--- src/rtl/map_drawer.sv ---
// rtl/map_drawer.sv - full-screen tile map renderer streaming one plot per pixel.
// Optional MAP_DRAWER_SKIP_PATH_EN: path tiles are fetched but never drawn.
module map_drawer #(
  parameter int          TILE        = 4,
  parameter int          X_OFFSET    = 26,
  parameter int          Y_OFFSET    = 12,
  parameter logic [2:0]  WALL_COLOUR = 3'b001,
  parameter logic [2:0]  PATH_COLOUR = 3'b000
) (
  input  logic       clock,
  input  logic       reset,
  input  logic       start,
  input  logic       map_q,
  output logic [7:0] map_x,
  output logic [6:0] map_y,
  output logic [7:0] vga_x,
  output logic [6:0] vga_y,
  output logic [2:0] colour,
  output logic       plot,
  output logic       busy,
  output logic       done
);

  localparam logic [1:0] S_IDLE  = 2'd0;
  localparam logic [1:0] S_FETCH = 2'd1;
  localparam logic [1:0] S_DRAW  = 2'd2;
  localparam logic [1:0] S_DONE  = 2'd3;

  localparam int          PW      = (TILE > 1) ? $clog2(TILE) : 1;
  localparam logic [PW-1:0] PX_LAST = PW'(TILE - 1);

`ifdef MAP_DRAWER_SKIP_PATH_EN
  localparam bit SKIP_PATH = 1'b1;
`else
  localparam bit SKIP_PATH = 1'b0;
`endif

  logic [1:0]    r_state;
  logic [4:0]    r_tx, r_ty;
  logic [PW-1:0] r_px, r_py;
  logic          r_wall;
  logic [7:0]    r_map_x, r_vga_x;
  logic [6:0]    r_map_y, r_vga_y;
  logic [2:0]    r_colour;
  logic          r_plot, r_busy, r_done;

  logic          w_last_px, w_last_tile, w_enter_draw, w_adv;
  logic [4:0]    w_tx_n, w_ty_n;
  logic [PW-1:0] w_px_n, w_py_n;

  function automatic logic [7:0] f_x(input logic [4:0] tx, input logic [PW-1:0] px);
    return 8'(X_OFFSET + 32'(tx) * TILE + 32'(px));
  endfunction

  function automatic logic [6:0] f_y(input logic [4:0] ty, input logic [PW-1:0] py);
    return 7'(Y_OFFSET + 32'(ty) * TILE + 32'(py));
  endfunction

  assign w_last_px   = (r_px == PX_LAST) && (r_py == PX_LAST);
  assign w_last_tile = (r_tx == 5'd26) && (r_ty == 5'd23);
  assign w_tx_n      = (r_tx == 5'd26) ? 5'd0 : r_tx + 5'd1;
  assign w_ty_n      = (r_tx == 5'd26) ? r_ty + 5'd1 : r_ty;
  assign w_px_n      = (r_px == PX_LAST) ? '0 : r_px + PW'(1);
  assign w_py_n      = (r_px == PX_LAST) ? r_py + PW'(1) : r_py;

  // A tile finishes after its last pixel, or straight from FETCH when path tiles are skipped.
  assign w_enter_draw = (r_state == S_FETCH) && (map_q || !SKIP_PATH);
  assign w_adv        = ((r_state == S_DRAW) && w_last_px) ||
                        ((r_state == S_FETCH) && !map_q && SKIP_PATH);

  always_ff @(posedge clock) begin
    if (reset) begin
      r_state  <= S_IDLE;
      r_tx     <= '0;
      r_ty     <= '0;
      r_px     <= '0;
      r_py     <= '0;
      r_wall   <= 1'b0;
      r_map_x  <= '0;
      r_map_y  <= '0;
      r_vga_x  <= '0;
      r_vga_y  <= '0;
      r_colour <= '0;
      r_plot   <= 1'b0;
      r_busy   <= 1'b0;
      r_done   <= 1'b0;
    end else begin
      case (r_state)
        S_IDLE: begin
          if (start) begin
            r_tx    <= '0;
            r_ty    <= '0;
            r_map_x <= '0;
            r_map_y <= '0;
            r_busy  <= 1'b1;
            r_state <= S_FETCH;
          end
        end
        S_FETCH: begin
          r_wall <= map_q;
          if (w_enter_draw) begin
            r_px     <= '0;
            r_py     <= '0;
            r_vga_x  <= f_x(r_tx, '0);
            r_vga_y  <= f_y(r_ty, '0);
            r_colour <= map_q ? WALL_COLOUR : PATH_COLOUR;
            r_plot   <= 1'b1;
            r_state  <= S_DRAW;
          end
        end
        S_DRAW: begin
          if (w_last_px) begin
            r_plot <= 1'b0;
          end else begin
            r_px     <= w_px_n;
            r_py     <= w_py_n;
            r_vga_x  <= f_x(r_tx, w_px_n);
            r_vga_y  <= f_y(r_ty, w_py_n);
            r_colour <= r_wall ? WALL_COLOUR : PATH_COLOUR;
          end
        end
        default: begin
          r_done  <= 1'b0;
          r_state <= S_IDLE;
        end
      endcase

      if (w_adv) begin
        if (w_last_tile) begin
          r_busy  <= 1'b0;
          r_done  <= 1'b1;
          r_state <= S_DONE;
        end else begin
          r_tx    <= w_tx_n;
          r_ty    <= w_ty_n;
          r_map_x <= 8'(w_tx_n);
          r_map_y <= 7'(w_ty_n);
          r_state <= S_FETCH;
        end
      end
    end
  end

  assign map_x  = r_map_x;
  assign map_y  = r_map_y;
  assign vga_x  = r_vga_x;
  assign vga_y  = r_vga_y;
  assign colour = r_colour;
  assign plot   = r_plot;
  assign busy   = r_busy;
  assign done   = r_done;

endmodule

--- config.mk ---
export PLATFORM = sky130hd
export DESIGN_NAME = map_drawer
export DESIGN_NICKNAME = d
export VERILOG_FILES = /design/src/rtl/map_drawer.sv
export SDC_FILE = /design/constraint.sdc
export NUM_CORES = 1
export LEC_CHECK = 0
export CORE_MARGIN = 3
export CORE_UTILIZATION = 52
export DETAILED_ROUTE_END_ITERATION = 8
export PLACE_DENSITY = 0.76
export SKIP_LAST_GASP = 1
export SYNTH_ARGS = -nofsm -noshare
export SYNTH_HDL_FRONTEND = slang
export SYNTH_SLANG_ARGS = --single-unit
--- constraint.sdc ---
create_clock -name clock -period 2.3 [get_ports clock]
set_input_delay 0.345 -clock clock [delete_from_list [all_inputs] [get_ports clock]]
set_output_delay 0.345 -clock clock [all_outputs]
set_load 0.01 [all_outputs]
; After elaboration in Yosys (flattened, before gate mapping)
; Cells that the tools add are included.
[word_totals]
reg_bits = 53
out_inout_bits = 36
in_bits = 4
[classes]
add_sub_neg = 8
mux = 45
reduce_logical = 9
eq_ne = 10
[ops]
columns = operator, count
row1 = 5-bit 2-to-1 mux, 10
row2 = 8-bit 2-to-1 mux, 5
row3 = 7-bit 2-to-1 mux, 5
row4 = 8-bit case mux with 2 select lines, 1
row5 = 2-bit 2-to-1 mux, 7
row6 = 7-bit case mux with 2 select lines, 1
row7 = "5-bit by 1-bit adder with 5-bit output, second input constant", 2
row8 = "5-bit equality test, second input constant", 2
row9 = 1-bit 2-to-1 mux, 10
row10 = "5-bit by 7-bit adder with 8-bit output, first input constant", 1
row11 = 8-bit by 2-bit adder with 8-bit output, 1
row12 = 2-bit case mux with 2 select lines, 2
row13 = "4-bit by 7-bit adder with 7-bit output, first input constant", 1
row14 = 7-bit by 2-bit adder with 7-bit output, 1
row15 = "2-bit equality test, second input constant", 3
row16 = "2-bit != test, second input constant", 3
row17 = 2-bit case mux with 3 select lines, 1
row18 = 3-bit case mux with 2 select lines, 1
row19 = 2-bit AND reduction, 3
row20 = "2-bit by 1-bit adder with 2-bit output, second input constant", 2
row21 = 1-bit logical AND, 3
row22 = 3-bit 2-to-1 mux, 1
row23 = "3-bit != test, second input constant", 1
row24 = 3-bit OR reduction, 1
row25 = other kinds (4), 4

; Longest topological paths before layout
; Gate-level depths: netlist of the first run.
[depth]
ltp_word = 5
depth_mapped = 8

; Worst setup path after synthesis of the first run
; No wires, ideal clock.
[synth_path]
kind = register to register
from = register r_tx[0]
to = register r_tx[4]
path_stages_with_launch = 9
path_slack_ns = 0.545
required_time_ns = 2.244
arrival_time_ns = 1.699
setup_ns = 0.056
cell_sequence = dfxtp_1 -> inv_1 -> ha_1 -> and4b_1 -> buf_6 -> or3_1 -> buf_6 -> nor2_4 -> a21o_2
[synth_between]
elab_chain_len = 4
elab_cells_between_ends = 6
classes_between = add/sub: 1 / eq/ne: 1 / mux: 3 / reduce/logical: 1
[synth_rtl]
columns = element, line
row1 = from (decl), 39  ; logic [4:0] r_tx, r_ty;
row2 = from (signal assigned), 134  ; r_tx <= w_tx_n;
row3 = 5-bit by 1-bit adder with 5-bit output / 5-bit equality test (equally long branches), "61, 60"
row4 = 5-bit 2-to-1 mux / 1-bit logical AND (equally long branches), "61, 60"
row5 = 5-bit 2-to-1 mux *, 129  ; if (w_last_tile) begin
row6 = 5-bit 2-to-1 mux *, 128  ; if (w_adv) begin
; Mark *: on every way between the ends. The rest lies on a longest branch, timed or not.
; A chain may end at the register's enable or synchronous reset.

; Worst setup path in the final report of the first run
[layout_path]
from = register r_tx[1]
to = register r_ty[2]
[layout_between]
elab_chain_len = 4
elab_cells_between_ends = 5
classes_between = eq/ne: 1 / mux: 3 / reduce/logical: 1
[layout_rtl]
columns = element, line
row1 = 5-bit equality test *, "60, 62"
row2 = 5-bit 2-to-1 mux / 1-bit logical AND (equally long branches), "62, 60"
row3 = 5-bit 2-to-1 mux *, 129
row4 = 5-bit 2-to-1 mux *, 128
row5 = to (signal assigned), 135  ; r_ty <= w_ty_n;
row6 = to (decl), 39
; Marked as above.

==> results.md, run 1 <==
* Final setup TNS at 0 ps
* Worst min-delay path category: register to register
* Status: finished, final reports clean
* Slew Limit Headroom at 59.7%
* DIE AREA at 5250 sq um
* Clock Pin Slew Worst Setup and Hold Paths at 80 ps
* Leak Pwr at 0.00111 uW
* WP data required at 2550 ps
* Nets at 298
* WHS at 459 ps
* Post-Layout Cell Count at 334
* Register area share after synthesis at 41.8%
* Ys async rst share at 0%
* Final worst path period share at 84.3%
* Die width at 72.5 um
* Total iterations of the first detailed-routing run at 4
* Slew @ Worst Pin at 604 ps
* Post-CTS resize count at 0
* Post-synth cell types at 51
* Final Hold Viols at 0
* GP Congestion at 0.808
* N_diodes at 0
* Avg WL per Cell at 13.5 um
* Area contributors post-synth: dfxtp_1 42%, ha_1 6.0%, a21oi_1 4.1%, nor2_1 3.3%, a21o_1 2.9%
* Sink Count at 48
* WP data arrival at 2190 ps
* Root buf cell: clkbuf_8
* Filler cells at 357
* Slew Limit Fails at 0
* Pwr dens at 570 nW/um^2
* Final setup fails at 0
* # port buffers at 37
* Vias per inst at 5.54
* Core Area at 4140 sq um
* Syn. warnings at 0
* Internal reg-to-reg setup slack at 360 ps
* HP Start: map_x[3]$_SDFF_PP0_
* Post-synthesis area per instance at 9.23 sq um
* Synth Flop Type: dfxtp_1
* H-tree Lvls at 2
* Hold path cells at 1
* Dpl cells at 326
* Initial core utilization at 55.5%
* RSZ-0062 raised after global routing: false
* Post-synth EDFFs at 0
* Setup crit end kind: register
* CTS tree: yes
* Initial antenna violation count at 0
* Residual DRC at 0
* Maximum vdd drop at 0.000458 V
* Register bit total from synthesis at 48
* Clock tree buffer depth at 2
* Num CTS Buffers at 5
* Chip Height at 72.5 um
* Achievable clock frequency at 516 MHz
* Top cell type's share of synthesized area at 41.8%
* Syn Inst Count at 249
* Setup Skew at 8.38 ps
* Post-DP HPWL at 3300 um
* Crit path kind: register to register
* Worst skew pair latency at 300 ps
* IO Pins at 40
* P&R area growth vs syn at 20.4%
* Min cycle time layout at 1940 ps
* Largest net degree at the start of global routing at 24
* Synth area leader: dfxtp_1
* Drt first-iter violations at 94
* Final core utilization at 66.8%
* CTS hold repair buffers at 0
* Worst reg2reg path depth at 5
* CP Launch Type: register
* First-pass GRT wire length at 7590 um
* Vias in the first global route at 1701
* R2r startpoint: r_tx[1]$_SDFF_PP0_
* # Post-CTS Setup Buffers at 0
* Top cells by count, synth: 48 x dfxtp_1, 20 x nor2_1, 19 x a21oi_1
* GRT Total Usage at 18.4%
* Routed Antenna Nets at 0
* Count leader, synth: dfxtp_1
* Worst-path fanout max at 16
* FP Rows at 23
* Via count at 1849
* MaxCap Viol Count at 0
* GRT overflow at 0
* Final WL at 4500 um
* Ratio of cells with drive above 1 in the final layout at 9.51%
* Syn Std Cell Area at 2300 sq um
* Reg-to-reg endpoint: r_ty[2]$_SDFF_PP0_
* Hold Path End: map_x[3]$_SDFF_PP0_
metal layers:
layer | track usage, % | routed length [um] | vias to the layer above
li1 | - | - | 935
met4 | 5.74 | 70 | 0
met5 | 0 | 0 | -
met3 | 5.96 | 150 | 7
met2 | 29.5 | 2190 | 33
met1 | 23.7 | 2100 | 874
critical path: stages (launching register included):
cell and delay [ps]:
dfxtp_1 450, ha_1 220, and4b_1 400, a21oi_4 130
nor2_2 470, a21bo_2 220
stage by stage:
stage,power (uW),cell area [sq um],setup WS [ps]
after detailed placement,1090,2680,392
after floorplan,1010,2300,545
after global routing,1660,2770,181
after global placement,1080,2680,460
after CTS,1590,2770,365
final,1580,2770,361
worst max-delay path by stage:
stage | startpoint | to | slack (ps) | cells after the start
floorplan | r_tx[0]$_SDFF_PP0_ | r_tx[4]$_SDFF_PP0_ | 540 | 8
global placement | r_tx[1]$_SDFF_PP0_ | r_ty[2]$_SDFF_PP0_ | 460 | 5
detailed placement | r_tx[1]$_SDFF_PP0_ | r_ty[2]$_SDFF_PP0_ | 390 | 5
CTS | r_tx[1]$_SDFF_PP0_ | r_ty[2]$_SDFF_PP0_ | 370 | 5
global route | r_tx[1]$_SDFF_PP0_ | r_ty[2]$_SDFF_PP0_ | 180 | 5
finish | r_tx[1]$_SDFF_PP0_ | r_ty[2]$_SDFF_PP0_ | 360 | 5
registers in the layout, indices dropped and copies added (netlist names):
register	cells
plot	1
r_tx	5
done	1
r_py	1
r_ty	5
vga_x	7
r_state	2
r_px	2
map_x	8
colour	1
map_y	7
vga_y	6
busy	1
r_wall	1
cells by family (layout without fill, tap and decap cells):
group | count (synthesis) | after routing | synth area share, %
other cells | 1 | 2 | 0.163
buf+inv | 26 | 60 | 6.37
simple gates | 85 | 85 | 21.5
mux | 2 | 2 | 0.871
xor+xnor | 11 | 11 | 4.19
compound gates | 65 | 65 | 19.1
flops | 48 | 48 | 41.8
fa+ha+maj | 11 | 11 | 5.99
where the power goes:
| part | internal, uW | switching (uW) |
|---|---|---|
| sequential | 861 | 21.9 |
| combinational | 89.0 | 92.4 |
| clock | 240 | 272 |
layout by cell type, fill, tap and decap left out, types with 2 or more instances in the layout:
master / n
clkinv_2: 2
o2bb2ai_1: 2
clkbuf_8: 6
xor2_1: 6
nand3_1: 11
a21boi_0: 2
nor3_1: 4
a21o_2: 2
conb_1: 2
a21oi_1: 19
nand2_1: 15
a311oi_1: 2
nor3b_1: 3
o21ai_0: 9
or3_1: 2
nor2_1: 20
and3_1: 2
clkdlybuf4s50_1: 37
mux2i_1: 2
nor2_4: 3
nand4_1: 2
and4b_1: 3
dfxtp_1: 48
nor2b_1: 3
inv_1: 7
a21o_1: 9
and2_1: 5
nand2b_1: 4
ha_1: 11
buf_4: 8
o211ai_1: 2
xnor2_1: 5
a211oi_1: 8
cell type report:
type | instances | area, sq um | area share, %
clock buffers | 6 | 82.6 | 2.98
clock inverters | 2 | 10.0 | 0.362
inverters | 7 | 26.3 | 0.949
multi-input cells | 176 | 1190 | 43.2
flip-flops and latches | 48 | 961 | 34.7
well taps | 50 | 62.6 | 2.26
repair buffers | 45 | 430 | 15.6
Note: power is estimated with default switching activity, not from simulation.
==> run 2: changes to the inputs <==
- clock period: 2.3 -> 2 ns (I/O delays scaled with it)
==> run 2 against run 1 <==
Compared with the run above: non-clock buffer count increased by 7; combinational power grew 24%; hold slack got worse by 2.5 ps; setup slack worse by 87 ps; clock-buffer cell count is the same; sequential share of layout area decreased by 0.68 points; flip-flop and latch count stayed put; final cell count increased by 1.8%; clock power rose by 7.4%; die area unchanged; largest cell class unchanged; largest power group unchanged.
==> results.md, run 2 (same netlist as run 1, synthesis figures left out) <==
* Worst Setup Slack, final at 274 ps (-87.4 ps)
* Vias per inst at 5.49 (-0.76%)
* Setup Skew at 8.82 ps (+0.441 ps)
* # Post-CTS Setup Buffers at 0 (unchanged)
* Leak Pwr at 0.00114 uW (+2.6%)
* Final worst path period share at 86.3% (+2.0 points)
* FP Rows at 23 (unchanged)
* Sink Count at 48 (unchanged)
* MaxCap Viol Count at 0 (unchanged)
* P&R area growth vs syn at 22.8%
* Dpl cells at 333 (+2.1%)
* Combinational share of power at 12.5% (+1.0 points)
* Cell-internal power at 1340 uW (+13%)
* Met2 wire length at 2230 um (+2.1%)
* Achievable clock frequency at 579 MHz (+12%)
* GRT overflow at 0 (unchanged)
* Via count at 1868 (+1.0%)
* WP data arrival at 1980 ps (-210 ps)
* Vias in the first global route at 1775 (+4.4%)
* Worst min-delay path category: register to register
* Setup crit end kind: register
* Post-DP HPWL at 3390 um (+2.7%)
* Most frequent cells in the layout: 48 x dfxtp_1, 37 x clkdlybuf4s50_1, 20 x nor2_1, 19 x a21oi_1, 15 x nand2_1
* Initial antenna violation count at 0 (unchanged)
* CP cell instances: ha_1 -> nand4b_4 -> or3_1 -> nor2_4 -> a21o_2
* GP Congestion at 0.811 (+0.43%)
* Post-CTS resize count at 0 (unchanged)
* Slew Limit Fails at 0 (unchanged)
* Total iterations of the first detailed-routing run at 4 (unchanged)
* Ratio of cells with drive above 1 in the final layout at 11.0% (+1.5 points)
* Clock Pin Slew Worst Setup and Hold Paths at 80 ps (about the same)
* Routed wl met3 at 219 um (+46%)
* Largest net degree at the start of global routing at 24 (unchanged)
* Chip Height at 72.5 um (unchanged)
* Clock tree buffer depth at 2 (unchanged)
* Nets at 305 (+2.3%)
* Final setup TNS at 0 ps (unchanged)
* IO Pins at 40 (unchanged)
* Initial core utilization at 55.5% (unchanged)
* CTS hold repair buffers at 0 (unchanged)
* DR top layer: met4
* Root buf cell: clkbuf_8
* Routed Antenna Nets at 0 (unchanged)
* Pwr dens at 633 nW/um^2 (+11%)
* Largest register FFs at 8 (unchanged)
* GRT Total Usage at 19.4% (+0.94 points)
* Final Hold Viols at 0 (unchanged)
* CP peak stage delay at 550 ps (+80 ps)
* Min cycle time layout at 1730 ps (-213 ps)
* Crit path launch: r_px[0]$_SDFFE_PP0P_
* Drt first-iter violations at 80 (-15%)
* Post-Layout Cell Count at 340 (+1.8%)
* Worst skew pair latency at 300 ps (about the same)
* Worst-path fanout max at 6 (-10)
* Residual DRC at 0 (unchanged)
* Filler cells at 361 (+1.1%)
* Most common cell after layout, fill and taps aside: dfxtp_1
* N_diodes at 0 (unchanged)
* H-tree Lvls at 2 (unchanged)
* First-pass GRT wire length at 8140 um (+7.2%)
* Core Area at 4140 sq um (unchanged)
* CP Launch Type: register
* RSZ-0062 raised after global routing: false
* DIE AREA at 5250 sq um (unchanged)
* Die width at 72.5 um (unchanged)
* Post-Route M1 WL at 2140 um (+1.9%)
* # port buffers at 37 (unchanged)
* Crit path kind: register to register
* Num CTS Buffers at 5 (unchanged)
* Final Instance Area at 2820 sq um (+2.0%)
* Avg WL per Cell at 13.7 um (+1.7%)
* WP data required at 2260 ps (-290 ps)
* HP Start: map_x[4]$_SDFF_PP0_
* Maximum vdd drop at 0.000534 V (+17%)
* Sw Ratio at 24.9% (+0.44 points)
* Clock power frac at 30.8% (-1.7 points)
* Sw power at 446 uW (+15%)
* R2r startpoint: r_px[0]$_SDFFE_PP0P_
* Flop pwr share at 56.7% (+0.7 points)
* Pre-CTS WS at 196 ps (-197 ps)
* CP max stage cell: or3_1
* DP Area at 2740 sq um (+2.4%)
* Final setup fails at 0 (unchanged)
* Status: finished, final reports clean
* Final WL at 4660 um (+3.6%)
* CTS tree: yes
* Tot Pwr at 1790 uW (+13%)
[run 2: cell count changes in the layout (fill, tap and decap cells not counted), sizes merged]
cell | before | now
clkinv | 2 | 1
buf | 8 | 15
[run 2: worst paths after layout]
path | to | slack, ps | cells after the start
hold reg to reg | map_x[4]$_SDFF_PP0_ | 460 | 1
setup reg to reg | r_tx[4]$_SDFF_PP0_ | 270 | 5
setup / recovery | r_tx[4]$_SDFF_PP0_ | 270 | 5
hold / removal | map_x[4]$_SDFF_PP0_ | 460 | 1
[run 2: worst max-delay path: cells and delay by family (launching register included)]
family	cells	cell delay [ps]
AO/OA/AOI/OAI	1	100
adder cells (fa/ha/maj)	1	300
flip-flops	1	390
AND/OR/NAND/NOR	3	880
[run 2: metrics by stage]
| step | hold slack, ps | utilization [%] |
|---|---|---|
| floorplan | 440 | - |
| global placement | 433 | 66.1 |
| detailed placement | 441 | 66.1 |
| CTS | 460 | 68.0 |
| global route | 478 | 68.1 |
| finish | 456 | 68.1 |
[run 2: power by group through the flow]
stage / Sequential, uW / Combinational [uW] / Clock [uW]
floorplan: 1050 / 115 / 0
detailed placement: 1040 / 225 / 0
global route: 1020 / 251 / 599
CTS: 1010 / 226 / 570
finish: 1010 / 224 / 550
global placement: 1040 / 222 / 0
[run 2: area by class of cell]
class | count | area [sq um] | share of cell area (%)
Multi-Input combinational cell | 176 | 1200 | 42.5
Sequential cell | 48 | 961 | 34.0
Timing Repair Buffer | 52 | 495 | 17.6
Clock buffer | 6 | 72.6 | 2.57
Tap cell | 50 | 62.6 | 2.22
Inverter | 7 | 26.3 | 0.931
Clock inverter | 1 | 5.00 | 0.177
[run 2: routing by layer]
layer | up-vias | global-route usage, %
met4 | 0 | 6.76
met3 | 6 | 4.71
li1 | 956 | -
met5 | - | 0
met2 | 42 | 32.0
met1 | 864 | 24.7
